<file path="src/rtl/ascon_enc_host_drv.sv">
`default_nettype none
// ascon_enc_host_drv: host driver/collector for the byte-serial three-lane Ascon encryption core.
// Rev 1.0. Optional tag comparator enabled by defining ASCON_HOST_TAG_CHECK_EN.
module ascon_enc_host_drv #(
  parameter int K       = 128,
  parameter int L       = 80,
  parameter int Y       = 80,
  parameter int TIMEOUT = 4096
) (
  input  logic           clk,
  input  logic           rst,
  input  logic           cmd_valid_i,
  output logic           cmd_ready_o,
  input  logic [K-1:0]   key_i,
  input  logic [127:0]   nonce_i,
  input  logic [L-1:0]   ad_i,
  input  logic [Y-1:0]   pt_i,
  input  logic [135:0]   rnd_i,
`ifdef ASCON_HOST_TAG_CHECK_EN
  input  logic [127:0]   exp_tag_i,
  output logic           tag_ok_o,
`endif
  output logic           core_rst_o,
  output logic [23:0]    key_o,
  output logic [23:0]    nonce_o,
  output logic [23:0]    ad_o,
  output logic [23:0]    pt_o,
  output logic [55:0]    r64_o,
  output logic [7:0]     r128_o,
  output logic [7:0]     rpt_o,
  output logic           enc_start_o,
  input  logic           enc_ready_i,
  input  logic [7:0]     ct_byte_i,
  input  logic [7:0]     tag_byte_i,
  output logic           res_valid_o,
  input  logic           res_ready_i,
  output logic [Y-1:0]   ct_o,
  output logic [127:0]   tag_o,
  output logic           err_o
);

  localparam int MAX_A   = (K > 128) ? K : 128;
  localparam int MAX_B   = (MAX_A > L) ? MAX_A : L;
  localparam int MAX_BIT = (MAX_B > Y) ? MAX_B : Y;
  localparam int N_LOAD  = MAX_BIT / 8 + 1;
  localparam int N_OUT   = (Y / 8 > 16) ? Y / 8 : 16;
  localparam int CNT_A   = (N_LOAD > N_OUT) ? N_LOAD : N_OUT;
  localparam int CNT_MAX = (CNT_A > TIMEOUT) ? CNT_A : TIMEOUT;
  localparam int CW      = $clog2(CNT_MAX + 1);

  localparam logic [CW-1:0] KB        = CW'(K / 8);
  localparam logic [CW-1:0] NB        = CW'(16);
  localparam logic [CW-1:0] LB        = CW'(L / 8);
  localparam logic [CW-1:0] YB        = CW'(Y / 8);
  localparam logic [CW-1:0] R64B      = CW'(8);
  localparam logic [CW-1:0] LOAD_LAST = CW'(N_LOAD - 1);
  localparam logic [CW-1:0] OUT_LAST  = CW'(N_OUT - 1);
  localparam logic [CW-1:0] TO_LAST   = CW'(TIMEOUT - 1);

  typedef enum logic [2:0] {
    S_IDLE    = 3'd0,
    S_CRST    = 3'd1,
    S_LOAD    = 3'd2,
    S_START   = 3'd3,
    S_WAIT    = 3'd4,
    S_COLLECT = 3'd5,
    S_DONE    = 3'd6
  } state_t;

  state_t          state, next_state;
  logic [CW-1:0]   cnt;
  logic [K-1:0]    key_reg;
  logic [127:0]    nonce_reg;
  logic [L-1:0]    ad_reg;
  logic [Y-1:0]    pt_reg;
  logic [Y-1:0]    ct_reg;
  logic [127:0]    tag_reg;
  logic            err_reg;

  // Shifting by the byte index puts the current MSB-first byte at the top.
  logic [K-1:0]    key_sh;
  logic [127:0]    nonce_sh;
  logic [L-1:0]    ad_sh;
  logic [Y-1:0]    pt_sh;

  assign key_sh   = key_reg   << {cnt, 3'b000};
  assign nonce_sh = nonce_reg << {cnt, 3'b000};
  assign ad_sh    = ad_reg    << {cnt, 3'b000};
  assign pt_sh    = pt_reg    << {cnt, 3'b000};

  always_ff @(posedge clk) begin
    if (rst) state <= S_IDLE;
    else     state <= next_state;
  end

  always_comb begin
    next_state  = state;
    cmd_ready_o = 1'b0;
    core_rst_o  = rst;
    enc_start_o = 1'b0;
    res_valid_o = 1'b0;
    key_o       = '0;
    nonce_o     = '0;
    ad_o        = '0;
    pt_o        = '0;
    r64_o       = '0;
    r128_o      = '0;
    rpt_o       = '0;
    case (state)
      S_IDLE: begin
        cmd_ready_o = 1'b1;
        if (cmd_valid_i) next_state = S_CRST;
      end
      S_CRST: begin
        core_rst_o = 1'b1;
        next_state = S_LOAD;
      end
      S_LOAD: begin
        // The final cycle has cnt past every length, so it is all zeros.
        if (cnt < KB)   key_o   = {rnd_i[15:0],  key_sh[K-1 -: 8]};
        if (cnt < NB)   nonce_o = {rnd_i[31:16], nonce_sh[127 -: 8]};
        if (cnt < LB)   ad_o    = {rnd_i[47:32], ad_sh[L-1 -: 8]};
        if (cnt < YB)   pt_o    = {rnd_i[63:48], pt_sh[Y-1 -: 8]};
        if (cnt < R64B) r64_o   = rnd_i[119:64];
        if (cnt < NB)   r128_o  = rnd_i[127:120];
        if (cnt < YB)   rpt_o   = rnd_i[135:128];
        if (cnt == LOAD_LAST) next_state = S_START;
      end
      S_START: begin
        enc_start_o = 1'b1;
        next_state  = S_WAIT;
      end
      S_WAIT: begin
        if (enc_ready_i)         next_state = S_COLLECT;
        else if (cnt == TO_LAST) next_state = S_DONE;
      end
      S_COLLECT: begin
        if (cnt == OUT_LAST) next_state = S_DONE;
      end
      S_DONE: begin
        res_valid_o = 1'b1;
        if (res_ready_i) next_state = S_IDLE;
      end
      default: next_state = S_IDLE;
    endcase
  end

  always_ff @(posedge clk) begin
    if (rst) begin
      cnt       <= '0;
      key_reg   <= '0;
      nonce_reg <= '0;
      ad_reg    <= '0;
      pt_reg    <= '0;
      ct_reg    <= '0;
      tag_reg   <= '0;
      err_reg   <= 1'b0;
    end else begin
      case (state)
        S_IDLE: begin
          if (cmd_valid_i) begin
            key_reg   <= key_i;
            nonce_reg <= nonce_i;
            ad_reg    <= ad_i;
            pt_reg    <= pt_i;
            ct_reg    <= '0;
            tag_reg   <= '0;
            err_reg   <= 1'b0;
            cnt       <= '0;
          end
        end
        S_CRST:  cnt <= '0;
        S_LOAD:  cnt <= (cnt == LOAD_LAST) ? '0 : cnt + 1'b1;
        S_START: cnt <= '0;
        S_WAIT: begin
          if (enc_ready_i) begin
            cnt <= '0;
          end else if (cnt == TO_LAST) begin
            err_reg <= 1'b1;
            cnt     <= '0;
          end else begin
            cnt <= cnt + 1'b1;
          end
        end
        S_COLLECT: begin
          // LSB-first streams: shifting in from the top lands byte 0 at [7:0].
          if (cnt < YB) ct_reg  <= {ct_byte_i, ct_reg[Y-1:8]};
          if (cnt < NB) tag_reg <= {tag_byte_i, tag_reg[127:8]};
          cnt <= (cnt == OUT_LAST) ? '0 : cnt + 1'b1;
        end
        default: ;
      endcase
    end
  end

  assign ct_o  = ct_reg;
  assign tag_o = tag_reg;
  assign err_o = err_reg;

`ifdef ASCON_HOST_TAG_CHECK_EN
  logic [127:0] exp_tag_reg;

  always_ff @(posedge clk) begin
    if (rst)                                exp_tag_reg <= '0;
    else if (state == S_IDLE && cmd_valid_i) exp_tag_reg <= exp_tag_i;
  end

  assign tag_ok_o = (state == S_DONE) && !err_reg && (tag_reg == exp_tag_reg);
`endif

endmodule
`default_nettype wire

</file>
<file path="config.mk">
export PLATFORM = sky130hd
export DESIGN_NAME = ascon_enc_host_drv
export DESIGN_NICKNAME = d
export VERILOG_FILES = /design/src/rtl/ascon_enc_host_drv.sv
export SDC_FILE = /design/constraint.sdc
export NUM_CORES = 1
export LEC_CHECK = 0
export CORE_AREA = 2 2 372 374
export DETAILED_ROUTE_END_ITERATION = 8
export DIE_AREA = 0 0 374 376
export PLACE_DENSITY_LB_ADDON = 0.12
export SLEW_MARGIN = 20
export SYNTH_ARGS = -nofsm -noshare
export SYNTH_HDL_FRONTEND = slang
export SYNTH_SLANG_ARGS = --single-unit
</file>
<file path="constraint.sdc">
create_clock -name clk -period 3.25 [get_ports clk]
set_input_delay 0.4875 -clock clk [delete_from_list [all_inputs] [get_ports clk]]
set_output_delay 0.4875 -clock clk [all_outputs]
set_load 0.005 [all_outputs]
</file>
Word level (Yosys, flattened, before mapping)
Index checks and enable logic that the tools add are counted.
{"block": "word_totals", "word_cells": 87, "output_inout_bits": 381, "input_bits": 573, "ff_bits": 641}
{"block": "classes", "n_reduce_logical": 11, "add_sub_neg": 1, "eq_ne": 18, "magnitude_cmp": 3, "shift": 4, "n_mux": 41}
{"cell": "128-bit two-way mux", "n": 2}
{"cell": "128-bit case mux with 2 select lines", "n": 1}
{"cell": "128-bit by 16-bit left shift with 128-bit output", "n": 2}
{"cell": "24-bit two-way mux", "n": 8}
{"cell": "80-bit two-way mux", "n": 2}
{"cell": "80-bit case mux with 2 select lines", "n": 1}
{"cell": "80-bit by 16-bit left shift with 80-bit output", "n": 2}
{"cell": "56-bit two-way mux", "n": 2}
{"cell": "13-bit two-way mux", "n": 5}
{"cell": "13-bit case mux with 5 select lines", "n": 1}
{"cell": "8-bit two-way mux", "n": 4}
{"cell": "13-bit by 4-bit less-than comparator with 1-bit output (second input constant)", "n": 2}
{"cell": "3-bit case mux with 7 select lines", "n": 1}
{"cell": "3-bit two-way mux", "n": 6}
{"cell": "2-bit != test (second input constant)", "n": 8}
{"cell": "13-bit by 1-bit adder with 13-bit output (second input constant)", "n": 1}
{"cell": "13-bit by 12-bit == test with 1-bit output (second input constant)", "n": 1}
{"cell": "13-bit by 4-bit == test with 1-bit output (second input constant)", "n": 1}
{"cell": "13-bit by 5-bit == test with 1-bit output (second input constant)", "n": 1}
{"cell": "13-bit by 5-bit less-than comparator with 1-bit output (second input constant)", "n": 1}
{"cell": "3-bit == test (second input constant)", "n": 3}
{"cell": "1-bit two-way mux", "n": 7}
{"cell": "3-bit by 2-bit == test with 1-bit output (second input constant)", "n": 2}
{"cell": "3-bit AND reduction", "n": 2}
{"cell": "other kinds (10)", "n": 12}

Depth between registers and ports, before layout
{"block": "depth", "ltp_word": 4, "ltp_mapped": 12, "depth_no_buf": 6}

Worst setup path after synthesis
OpenSTA, ideal clock, no wires.
{"block": "synth_path", "kind": "reg-to-reg", "start": "register cnt[0]", "end": "register cnt[11]", "arrival_time_ns": 2.448, "setup_time_ns": 0.095, "path_buffers": 6, "setup_slack_ns": 0.707, "period_less_slack_ns": 2.543, "required_time_ns": 3.155, "stages_incl_launch_ff": 13, "cell_sequence": "dfxtp_1 buf_2 buf_2 buf_4 buf_4 buf_2 inv_1 ha_1 nor4bb_1 a31oi_1 a221oi_2 buf_2 a221oi_1"}
{"block": "synth_between", "elab_chain_cells": 4}
{"item": "from (decl)", "line": "71", "source": "logic [CW-1:0] cnt;"}
{"item": "from (signal assigned)", "line": "173", "source": "S_LOAD: cnt <= (cnt == LOAD_LAST) ? '0 : cnt + 1'b1;"}
{"item": "from (signal assigned)", "line": "182", "source": "cnt <= cnt + 1'b1;"}
{"item": "from (signal assigned)", "line": "189", "source": "cnt <= (cnt == OUT_LAST) ? '0 : cnt + 1'b1;"}
{"item": "13-bit by 1-bit adder with 13-bit output or 13-bit by 12-bit == test with 1-bit output (tied branches)"}
{"item": "13-bit two-way mux", "line": "178", "source": "end else if (cnt == TO_LAST) begin"}
{"item": "13-bit two-way mux", "line": "176", "source": "if (enc_ready_i) begin"}
{"item": "13-bit case mux with 5 select lines *", "line": "159", "source": "case (state)"}
Mark *: on every way between the ends. The rest lies on a longest branch, timed or not.
A chain may end at the register's enable or synchronous reset.

Final worst setup path
{"block": "layout_path", "start": "register cnt[12]", "end": "output port r64_o[17]"}
{"block": "layout_between", "elab_chain_cells": 3}
{"item": "13-bit by 4-bit less-than comparator with 1-bit output", "line": "124", "source": "if (cnt < R64B) r64_o = rnd_i[119:64];"}
{"item": "56-bit two-way mux", "line": "124"}
{"item": "56-bit two-way mux", "line": "109", "source": "case (state)"}
{"item": "to (decl)", "line": "28", "source": "output logic [55:0] r64_o,"}
No other way between the ends.

==> metrics <==
Critical Path, Cell by Cell=or4_4 > nor4_4 > buf_6 > buf_12 > buf_16 > and3_1 > clkdlybuf4s50_1; Worst EP arrival=between 3 and 4 ns; Worst path top cell family by delay=buffers and inverters; Mean Syn Cell Area=8.28 um2; area share of the largest cell type after synthesis=0.469; Starting DRT DRC Count=a little over 2000; Core Area=137000 um2; GRT overflow=0; hold crit path type=in -> reg; Max Root-Sink Buffers=3; number of distinct library cells after synthesis=50; Mapped Area=27300 um2; clock root cell=clkbuf_16; H-tree depth=3; Initial Util=0.200; Area Growth Syn to Fin=59.0%; first-pass GRT wire length=slightly above 200000 um; Worst Hold Launch=rst; hold_buf cts=0; largest net degree at the start of global routing=roughly 180; Final WS setup=-0.257 ns; Peak Freq=285 MHz; RR Startpoint=cnt[0]$_SDFFE_PP0P_; Port Buf Inserts=953; Setup crit start=cnt[12]$_SDFFE_PP0P_; initial antenna violation count=54; sequential area share after synthesis=0.469; Synth area leader=dfxtp_1; nets@finish=4806; DRC violations left=0; final wirelength=147000 um; Most used DFF post-synth=dfxtp_1; number of global-route vias before repair=26940; Final Core Density=0.318; via count=27820; number of synthesized flops with an enable pin=0; num ports=around 950; pwr dens=519 nW/um2; CTS buffer count=between 80 and 90; Die X=374 um; die height=376 um; clock skew=~0.044 ns; setup TNS=-10.92 ns; Post-Syn Instances=3301; crit path time final=about 3.5 ns; Least-Margin Pin Slew=1.19 ns; FP Rows=136; Initial DRT Pass Iterations=5; CP max-delay cell=or4_4; kind of end point of the critical path=primary output; Total GRT Usage=0.198; Fin. Hold Viols=0; Period Utilization, post-route=1.08; max-cap violations=0; share of cells above drive strength 1=0.134; Filler Cell Count=14539; Post-Syn Nets=3876; CP Data Required Time=2.76 ns; LEAKAGE=15.5 nW; WL per Instance=24.1 um; CP bufs+invs=4; critical path launch point type=register; WS Path Type=reg -> out; run status=finished with violations; Max VDD drop=between 400 and 500 uV; Seq cells post-synth=641; Vias/cell=4.55; CP Max Fanout=8; most area-consuming cells after synthesis=dfxtp_1 47%, nand2_1 13%, a21oi_1 12%, mux4_2 8.0%, nand3_1 3.9%; final max-slew violation count=0; CTS tree=done; commonest non-fill, non-tap cell in the layout=nand2_1; CP peak stage delay=0.56 ns; gpl congestion=0.802; post-route ant nets=0; most frequent cells in the layout=968 x nand2_1, 807 x clkdlybuf4s50_1, 633 x dfxtp_1, 629 x a21oi_1, 214 x nand3_1; failing checks=negative setup slack; clk_lat worst skew=0.69 ns; Clock transition at path regs=0.06 ns; Num Clock Sinks=641; asr flop ratio synth=0; final setup fails=94; DP HPWL=105000 um; RSZ-0062 raised after global routing=yes; area of the die=about 140000 um2; Slew headroom=0.207; Yosys warning total=0
-- worst reg2reg max path, delay by kind of cell (launching register included) --
kind | cells | cell delay (ns)
buf+inv | 5 | 0.72
simple gates | 2 | 0.78
fa+ha+maj | 1 | 0.23
flops | 1 | 0.41
compound gates | 2 | 0.38
-- power by group --
part | leakage, nW | total [mW] | internal, mW | switching (mW)
logic | 8.95 | 4.51 | 2.21 | 2.30
registers | 5.23 | 8.67 | 8.37 | 0.305
clock network | 1.34 | 9.38 | 5.53 | 3.85
-- per-stage QoR --
step | power, mW | instances | hold WS [ns] | cell area, um2 | setup slack [ns]
final | 22.6 | 6112 | 0.188 | 43500 | -0.257
after global routing | 23.6 | 6102 | 0.170 | 43400 | -0.358
after CTS | 22.8 | 6056 | 0.143 | 43100 | -0.326
after detailed placement | 12.9 | 5835 | 0.443 | 39200 | 0.236
after global placement | 12.9 | 5835 | 0.440 | 39200 | 0.259
after floorplan | 10.6 | 3301 | 0.433 | 27300 | 0.707
-- Yosys cell counts, types with 4 or more instances --
| cell | count |
|---|---|
| and2_1 | 100 |
| o22a_1 | 15 |
| nand2_1 | 969 |
| or4_1 | 4 |
| a211oi_1 | 6 |
| buf_1 | 28 |
| xnor2_1 | 4 |
| nor2_1 | 22 |
| o22ai_1 | 17 |
| mux2i_1 | 62 |
| mux4_2 | 97 |
| a221oi_1 | 6 |
| a21oi_1 | 629 |
| and3_1 | 59 |
| dfxtp_1 | 641 |
| o21ai_0 | 7 |
| nand3_1 | 214 |
| or3_1 | 6 |
| nand4_1 | 9 |
| o211ai_1 | 80 |
| clkbuf_1 | 222 |
| buf_4 | 18 |
| buf_2 | 46 |
-- what timing repair did --
action | CTS | global route
setup buffers | 61 | 35
setup endpoints to repair | 168 | 163
cloned | 14 | 2
pin swaps | 25 | 19
gates resized for setup | 380 | 95
-- per-layer routing --
| metal | routed length [um] | GRT usage |
|---|---|---|
| met5 | 273 | 0 |
| met4 | 2100 | 0.0426 |
| met3 | 10800 | 0.0573 |
| met2 | 65900 | 0.304 |
| met1 | 67900 | 0.274 |
-- final timing paths --
path | cells after the start | slack [ns] | end
worst max register to register | 10 | 0.58 | cnt[10]$_SDFFE_PP0P_
worst min-delay path | 2 | 0.19 | tag_o[44]$_SDFFE_PP0P_
worst min register to register | 2 | 0.45 | key_reg[51]$_SDFFE_PP0P_
worst max-delay path | 7 | -0.26 | r64_o[17]
-- layout make-up --
class	instances	area [um2]	share of cell area
Clock buffer	127	2450	0.0564
Clock inverter	20	297	0.00682
Sequential cell	641	12900	0.296
Multi-Input combinational cell	2339	13400	0.309
Tap cell	1794	2240	0.0516
Timing Repair Buffer	1162	12100	0.279
Inverter	5	18.8	0.000432
Antenna cell	24	60.1	0.00138
-- kinds of logic (layout without fill, tap and decap cells) --
| logic type | Yosys count | in the layout | share of synthesized area |
|---|---|---|---|
| simple gates | 1404 | 1404 | 0.223 |
| compound gates | 769 | 769 | 0.154 |
| flops | 641 | 641 | 0.469 |
| buf+inv | 321 | 1314 | 0.0488 |
| mux | 159 | 159 | 0.103 |
| xor+xnor | 5 | 5 | 0.00160 |
| fa+ha+maj | 2 | 2 | 0.000915 |
| other cells | 0 | 24 | 0 |
Note: power is estimated with default switching activity, not from simulation.
